`config.mk`:
```
export PLATFORM = sky130hd
export DESIGN_NAME = vga_timing_gen
export DESIGN_NICKNAME = d
export VERILOG_FILES = /design/src/rtl/vga_timing_gen.sv
export SDC_FILE = /design/constraint.sdc
export NUM_CORES = 1
export LEC_CHECK = 0
export BUFFER_PORTS_ARGS = -buffer_cell sky130_fd_sc_hd__buf_2
export CORE_UTILIZATION = 31
export DETAILED_ROUTE_END_ITERATION = 7
export PLACE_DENSITY = 0.52
export SYNTH_ARGS = -nofsm -noshare
export SYNTH_HDL_FRONTEND = slang
export SYNTH_SLANG_ARGS = --single-unit
```
`constraint.sdc`:
```
create_clock -name clk_in -period 4.1 [get_ports clk_in]
set_input_delay 0.82 -clock clk_in [delete_from_list [all_inputs] [get_ports clk_in]]
set_output_delay 0.82 -clock clk_in [all_outputs]
set_load 0.1 [all_outputs]
```
`src/rtl/vga_timing_gen.sv`:
```
// rtl/vga_timing_gen.sv - parametrised VGA timing generator with pixel clock-enable
// Outputs are registered from the next x/y so they stay aligned with out_rows/out_lines.
module vga_timing_gen #(
  parameter int CLK_DIV  = 2,
  parameter int H_ACTIVE = 640,
  parameter int H_FP     = 16,
  parameter int H_SYNC   = 96,
  parameter int H_BP     = 48,
  parameter int V_ACTIVE = 480,
  parameter int V_FP     = 10,
  parameter int V_SYNC   = 2,
  parameter int V_BP     = 33,
  parameter bit HS_POL   = 1'b0,
  parameter bit VS_POL   = 1'b0,
  parameter int CW       = 10,
  parameter int FC_W     = 16
) (
  input  logic            clk_in,
  input  logic            rst_n,
  input  logic            run,
  output logic            pix_ce,
  output logic [CW-1:0]   out_rows,
  output logic [CW-1:0]   out_lines,
  output logic            write_enable,
  output logic            out_hsync,
  output logic            out_vsync,
  output logic            line_start,
  output logic            frame_start,
  output logic [FC_W-1:0] frame_count
);

  localparam int H_TOTAL  = H_ACTIVE + H_FP + H_SYNC + H_BP;
  localparam int V_TOTAL  = V_ACTIVE + V_FP + V_SYNC + V_BP;
  localparam int DW       = (CLK_DIV > 1) ? $clog2(CLK_DIV) : 1;

  localparam logic [DW-1:0] DIV_LAST = DW'(CLK_DIV - 1);
  localparam logic [CW-1:0] H_LAST   = CW'(H_TOTAL - 1);
  localparam logic [CW-1:0] V_LAST   = CW'(V_TOTAL - 1);
  localparam logic [CW-1:0] H_VIS    = CW'(H_ACTIVE);
  localparam logic [CW-1:0] V_VIS    = CW'(V_ACTIVE);
  localparam logic [CW-1:0] HS_LO    = CW'(H_ACTIVE + H_FP);
  localparam logic [CW-1:0] HS_HI    = CW'(H_ACTIVE + H_FP + H_SYNC);
  localparam logic [CW-1:0] VS_LO    = CW'(V_ACTIVE + V_FP);
  localparam logic [CW-1:0] VS_HI    = CW'(V_ACTIVE + V_FP + V_SYNC);

  logic [DW-1:0]   r_div;
  logic [CW-1:0]   r_x;
  logic [CW-1:0]   r_y;
  logic            r_pix_ce;
  logic            r_we;
  logic            r_hsync;
  logic            r_vsync;
  logic            r_line_start;
  logic            r_frame_start;
  logic [FC_W-1:0] r_fc;

  logic            w_tick;
  logic            w_x_wrap;
  logic [CW-1:0]   w_x_nxt;
  logic [CW-1:0]   w_y_nxt;
  logic            w_hs_act;
  logic            w_vs_act;
  logic            w_we;
  logic            w_ls;
  logic            w_fs;

  assign w_tick   = run && (r_div == DIV_LAST);
  assign w_x_wrap = (r_x == H_LAST);
  assign w_x_nxt  = w_tick ? (w_x_wrap ? '0 : r_x + 1'b1) : r_x;
  assign w_y_nxt  = (w_tick && w_x_wrap) ? ((r_y == V_LAST) ? '0 : r_y + 1'b1) : r_y;

  // Decode from the post-edge position so every output lines up with the counters.
  assign w_hs_act = (w_x_nxt >= HS_LO) && (w_x_nxt < HS_HI);
  assign w_vs_act = (w_y_nxt >= VS_LO) && (w_y_nxt < VS_HI);
  assign w_we     = (w_x_nxt < H_VIS) && (w_y_nxt < V_VIS);
  assign w_ls     = w_tick && (w_x_nxt == '0);
  assign w_fs     = w_ls && (w_y_nxt == '0);

  always_ff @(posedge clk_in or negedge rst_n) begin
    if (!rst_n) begin
      r_div         <= '0;
      r_x           <= H_LAST;
      r_y           <= V_LAST;
      r_pix_ce      <= 1'b0;
      r_we          <= 1'b0;
      r_hsync       <= ~HS_POL;
      r_vsync       <= ~VS_POL;
      r_line_start  <= 1'b0;
      r_frame_start <= 1'b0;
      r_fc          <= '0;
    end else if (!run) begin
      // Park at the restart point so the next tick lands on (0,0); frame_count is kept.
      r_div         <= '0;
      r_x           <= H_LAST;
      r_y           <= V_LAST;
      r_pix_ce      <= 1'b0;
      r_we          <= 1'b0;
      r_hsync       <= ~HS_POL;
      r_vsync       <= ~VS_POL;
      r_line_start  <= 1'b0;
      r_frame_start <= 1'b0;
    end else begin
      r_div         <= w_tick ? '0 : r_div + 1'b1;
      r_x           <= w_x_nxt;
      r_y           <= w_y_nxt;
      r_pix_ce      <= w_tick;
      r_we          <= w_we;
      r_hsync       <= w_hs_act ? HS_POL : ~HS_POL;
      r_vsync       <= w_vs_act ? VS_POL : ~VS_POL;
      r_line_start  <= w_ls;
      r_frame_start <= w_fs;
      if (w_fs) begin
        r_fc <= r_fc + 1'b1;
      end
    end
  end

  assign pix_ce       = r_pix_ce;
  assign out_rows     = r_x;
  assign out_lines    = r_y;
  assign write_enable = r_we;
  assign out_hsync    = r_hsync;
  assign out_vsync    = r_vsync;
  assign line_start   = r_line_start;
  assign frame_start  = r_frame_start;
  assign frame_count  = r_fc;

endmodule

```
## Yosys cells after proc, flatten, opt, wreduce, memory -nomap -nowiden

Index checks and enable logic that the tools add are counted.

| cells by class | value |
|---|---|
| add/sub/neg operators | 4 |
| multiply operators | 0 |
| divide/modulo/power cells | 0 |
| order comparisons | 6 |
| equality and inequality tests | 2 |
| shifts and indexed selects | 0 |
| muxes and demuxes | 16 |
| bitwise logic cells | 0 |
| reductions and logical operators | 10 |

Operators with widths:

| kind | number |
|---|---|
| $mux 10 | 6 |
| $add 10x1->10 const B | 2 |
| $eq 10x10->1 const B | 2 |
| $logic_not 10->1 | 2 |
| $lt 10x10->1 const B | 2 |
| $lt 10x9->1 const B | 2 |
| $add 16x1->16 const B | 1 |
| $ge 10x10->1 const B | 1 |
| $ge 10x9->1 const B | 1 |
| $mux 1 | 10 |
| $logic_and 1x1->1 | 7 |
| $reduce_and 2->1 | 1 |
| $add 1x1->1 const B | 1 |

| storage, ports and cells | value |
|---|---|
| flip-flop bits (word level) | 43 |
| latch bits | 0 |
| bits in writable memories | 0 |
| bits in read-only memories | 0 |
| bits of input ports | 3 |
| output and inout port bits | 42 |
| word-level logic and storage cells | 48 |
| memories | 0 |

## Longest topological paths before layout

| depth | value |
|---|---|
| depth after elaboration | 7 |
| gate-level depth with buffers | 11 |
| mapped depth without buffers | 9 |

## Worst setup path after synthesis

OpenSTA, ideal clock, no wires.

| timing | value |
|---|---|
| path kind | register -> register |
| start | register r_x[0], in the netlist out_rows[0] |
| end | register r_fc[1], in the netlist frame_count[1] |
| setup time | 0.126 ns |
| data arrival time | 3.034 ns |
| data required time | 3.974 ns |
| slack | 0.940 ns |
| stages on the path, launching flop included | 10 |
| path buffers | 1 |
| clock period less this slack | 3.160 ns |
| cells stage by stage | dfstp_2 -> ha_1 -> nand4b_2 -> or3_1 -> buf_6 -> nor3_4 -> xnor2_1 -> nand4_2 -> nor2_1 -> mux2_2 |

| between the ends | value |
|---|---|
| longest elaborated chain between the ends | 7 |
| elaborated cells on any way between the ends | 11 |
| classes of those cells | 1 x add/sub; 1 x eq/ne; 3 x mux; 6 x reduce/logical |

RTL lines:

| item | RTL line | source |
|---|---|---|
| from (decl) | 47 | `logic [CW-1:0] r_x;` |
| from (signal assigned) | 104 | `r_x <= w_x_nxt;` |
| $add 10x1->10 or $eq 10x10->1 (tied branches) | 69, 68 |  |
| $mux 10 (2 in series) | 69 | `assign w_x_nxt = w_tick ? (w_x_wrap ? '0 : r_x + 1'b1) : r_x;` |
| $logic_not 10->1 | 76 | `assign w_ls = w_tick && (w_x_nxt == '0);` |
| $logic_and 1x1->1 | 76 |  |
| $logic_and 1x1->1 (*) | 77 | `assign w_fs = w_ls && (w_y_nxt == '0);` |
| $reduce_and 2->1 (no source line) (*) | n/a |  |
| to (signal assigned) | 113 | `r_fc <= r_fc + 1'b1;` |
| to (decl) | 55 | `logic [FC_W-1:0] r_fc;` |

Every way passes the cells marked *; elsewhere a longest branch is shown, timed or not.
A chain may end at the register's enable or synchronous reset.

## Final worst setup path

Same ends and word-level chain as after synthesis.

==> impl_results.md <==
* GP Congestion at 0.8613
* Setup repair bufs after CTS at 0
* Via density at 5.121
* CTS max path bufs at 2
* CTS root buf: clkbuf_8
* Synth top area share at 28.64%
* Fin crit period at 3.262 ns
* Met1 Use GR at 21.78%
* Crit path arrival time at 3.45 ns
* Num rows at 33
* Total global routing overflow at 0
* Die Ht at 95.48 um
* Reg2reg path depth at 9
* # fillers at 850
* Setup crit end kind: flip-flop
* First-pass iteration count of the detailed router at 6
* Reg-to-reg slack, setup at 0.84 ns
* Fraction of registers with async set/reset at 100.0%
* Largest net degree at the start of global routing at 44
* Synth Warn # at 0
* Final worst path period share at 79.56%
* H-tree depth at 2
* Hold WS at 0.4925 ns
* Gr usage total at 15.48%
* CP startpoint: out_rows[0]
* Ratio of cells with drive above 1 in the final layout at 28.62%
* Top_reg_cell synth: dfrtp_1
* Pwr dens at 312.6 mW/mm^2
* Post-synthesis cell type count at 67
* Max Cap Viol at 0
* First-pass GRT wire length at 11030 um
* # resized after CTS at 0
* Routed wire length at 6474 um
* Met3 Use GR at 3.349%
* Num Clock Sinks at 43
* Setup Viol. Count Final at 0
* RR Startpoint: out_rows[0]
* Starting Density at 32.48%
* Met2 global-route usage at 24.11%
* Post-DRT Antenna Nets at 0
* Die W at 95.48 um
* Via Count at 2202
* Required time of the critical path at 4.29 ns
* Min-delay worst type: reg2reg
* Yosys reg bits at 43
* Nets at 331
* Max Fclk at 0.3066 GHz
* Diodes inserted at 0
* Area growth syn-to-layout at 12.79%
* Critical path type: reg2reg
* Post-route setup slack at 0.8381 ns
* Place WS at 0.7856 ns
* Worst r2r dst: frame_count[1]
* Setup TNS at 0 ns
* Port-buffer cells at 44
* CP Max Fanout at 18
* # hold bufs at CTS at 0
* DRT iter0 DRCs at 115
* Reg clk slew, reported paths at 0.09 ns
* Ports at 45
* Clock Skews at 0.007635 ns
* Cells after synthesis at 286
* Top cells by area, synth: dfrtp_1 29%, dfstp_2 12%, xor2_1 5.5%
* Register area share after synthesis at 40.28%
* DP HPWL at 4677 um
* Pins Over Slew Limit at 0
* Area of the multi-input gates at 0.001468 sq mm
* WL/cell at 15.06 um
* Vias in the first global route at 2179
* RSZ-0062 raised after global routing: no
* Peak supply drop at 0.0001016 V
* Status: completed
* Num CTS Buffers at 5
* Post-synth EDFFs at 0
* Syn Area/Cell at 9.471 sq um
* Post-Syn Nets at 293
* Skew-Pair Late Insertion Delay at 0.29 ns
* DRC Markers at 0
* Normalized max-slew margin at 34.59%
* Worst-Margin Slew at 0.9812 ns
* CTS tree: built
* Mapped Area at 0.002709 sq mm
* Initial antenna violation count at 0
* Reg area at 0.001091 sq mm
* Yosys top cell by area: dfrtp_1
* Fin. Hold Viols at 0
* Critical Path Sink: frame_count[1]
* Leak at 0.001420 uW
* Die Footprint at 0.009116 sq mm
* Startpoint Class: flip-flop
* Core Box Area at 0.008341 sq mm
* GR peak layer: met2
==> worst max-delay path, stage by stage (launching register included) <==
cell	delay (ns)
dfstp_2	0.59
ha_1	0.28
nand4b_2	0.22
or3_1	0.67
nor3_4	0.27
xnor2_1	0.21
nand4_2	0.13
buf_4	0.23
nor2_1	0.19
mux2_2	0.35
==> final cells by class <==
type	instances	share of cell area (%)
clock inverter	2	0.4095
clock buffer	6	2.375
inverter	10	1.229
multi-input combinational	217	48.03
sequential	43	35.71
tap	105	4.300
timing repair buffer	47	7.944
==> sequential cells by signal, indices dropped and copies added, names as in the netlist <==
register	flops
frame_count	16
frame_start	1
line_start	1
out_hsync	1
out_lines	10
out_rows	10
out_vsync	1
pix_ce	1
r_div	1
write_enable	1
==> synth_stat cells (all sizes together), types with 3 or more instances <==
| master | number |
|---|---|
| clkbuf | 8 |
| ha | 4 |
| dfrtp | 31 |
| and3 | 7 |
| nand3 | 22 |
| nor4 | 3 |
| nand3b | 3 |
| a21oi | 10 |
| nor2b | 5 |
| xnor2 | 7 |
| and2 | 6 |
| inv | 10 |
| or3 | 7 |
| nor2 | 10 |
| dfstp | 12 |
| xor2 | 17 |
| nand4 | 9 |
| nor3 | 24 |
| o21ai | 13 |
| or2 | 3 |
| nand2 | 28 |
| buf | 8 |
==> per-stage QoR <==
step                std cells  util (%)  total power, uW  area [sq um]
detailed placement        422     35.61            694.9          2970
global placement          422     35.61            694.1          2970
finish                    430     36.63            955.1          3055
floorplan                 286         -            653.0          2709
global route              430     36.63             1007          3055
CTS                       430     36.63            968.5          3055
==> layer usage <==
layer | part of all wire (%) | wire, um | up-vias
met3 | 4.3 | 280 | 6
met2 | 45 | 2941 | 50
li1 | - | - | 1108
met1 | 49 | 3202 | 1038
met4 | 0.77 | 50 | 0
met5 | 0 | 0 | -
==> worst min-delay path by stage <==
stage	start	to	slack (ns)	cells past startpoint
after floorplan	rst_n	frame_count[0]	0.52	0
after global placement	frame_count[4]	frame_count[4]	0.47	1
after detailed placement	frame_count[4]	frame_count[4]	0.48	1
after CTS	frame_count[4]	frame_count[4]	0.49	1
after global routing	frame_count[4]	frame_count[4]	0.52	1
final	frame_count[11]	frame_count[11]	0.49	1
==> layout by cell type (no fill, tap or decap), drive strengths merged, types with 2 or more instances in the layout <==
| cell | count |
|---|---|
| buf | 47 |
| dfrtp | 31 |
| nand2 | 28 |
| nor3 | 24 |
| nand3 | 22 |
| xor2 | 17 |
| o21ai | 13 |
| dfstp | 12 |
| inv | 10 |
| a21oi | 10 |
| nor2 | 10 |
| nand4 | 9 |
| xnor2 | 7 |
| or3 | 7 |
| and3 | 7 |
| and2 | 6 |
| clkbuf | 6 |
| nor2b | 5 |
| ha | 4 |
| nand3b | 3 |
| or2 | 3 |
| nor4 | 3 |
| a21boi | 2 |
| o21a | 2 |
| o311ai | 2 |
| a31oi | 2 |
| nand2b | 2 |
| nor3b | 2 |
| o2111ai | 2 |
| and4 | 2 |
| nand4b | 2 |
| or4 | 2 |
==> report_power, final <==
part / switching (uW) / internal [uW]
sequential: 23.5 / 442
clock: 150 / 119
combinational: 163 / 57.0
total: 336 / 619
==> cell families after synthesis <==
| family | Yosys count | synth area share, % |
|---|---|---|
| and+or+nand+nor | 141 | 32.47 |
| adders and majority gates | 4 | 1.848 |
| xor gates and xnor gates | 24 | 7.760 |
| buffers and inverters | 26 | 5.543 |
| AOI/OAI and AO/OA | 46 | 11.32 |
| muxes | 2 | 0.7852 |
| DFF | 43 | 40.28 |
(Power assumes the default switching activity.)
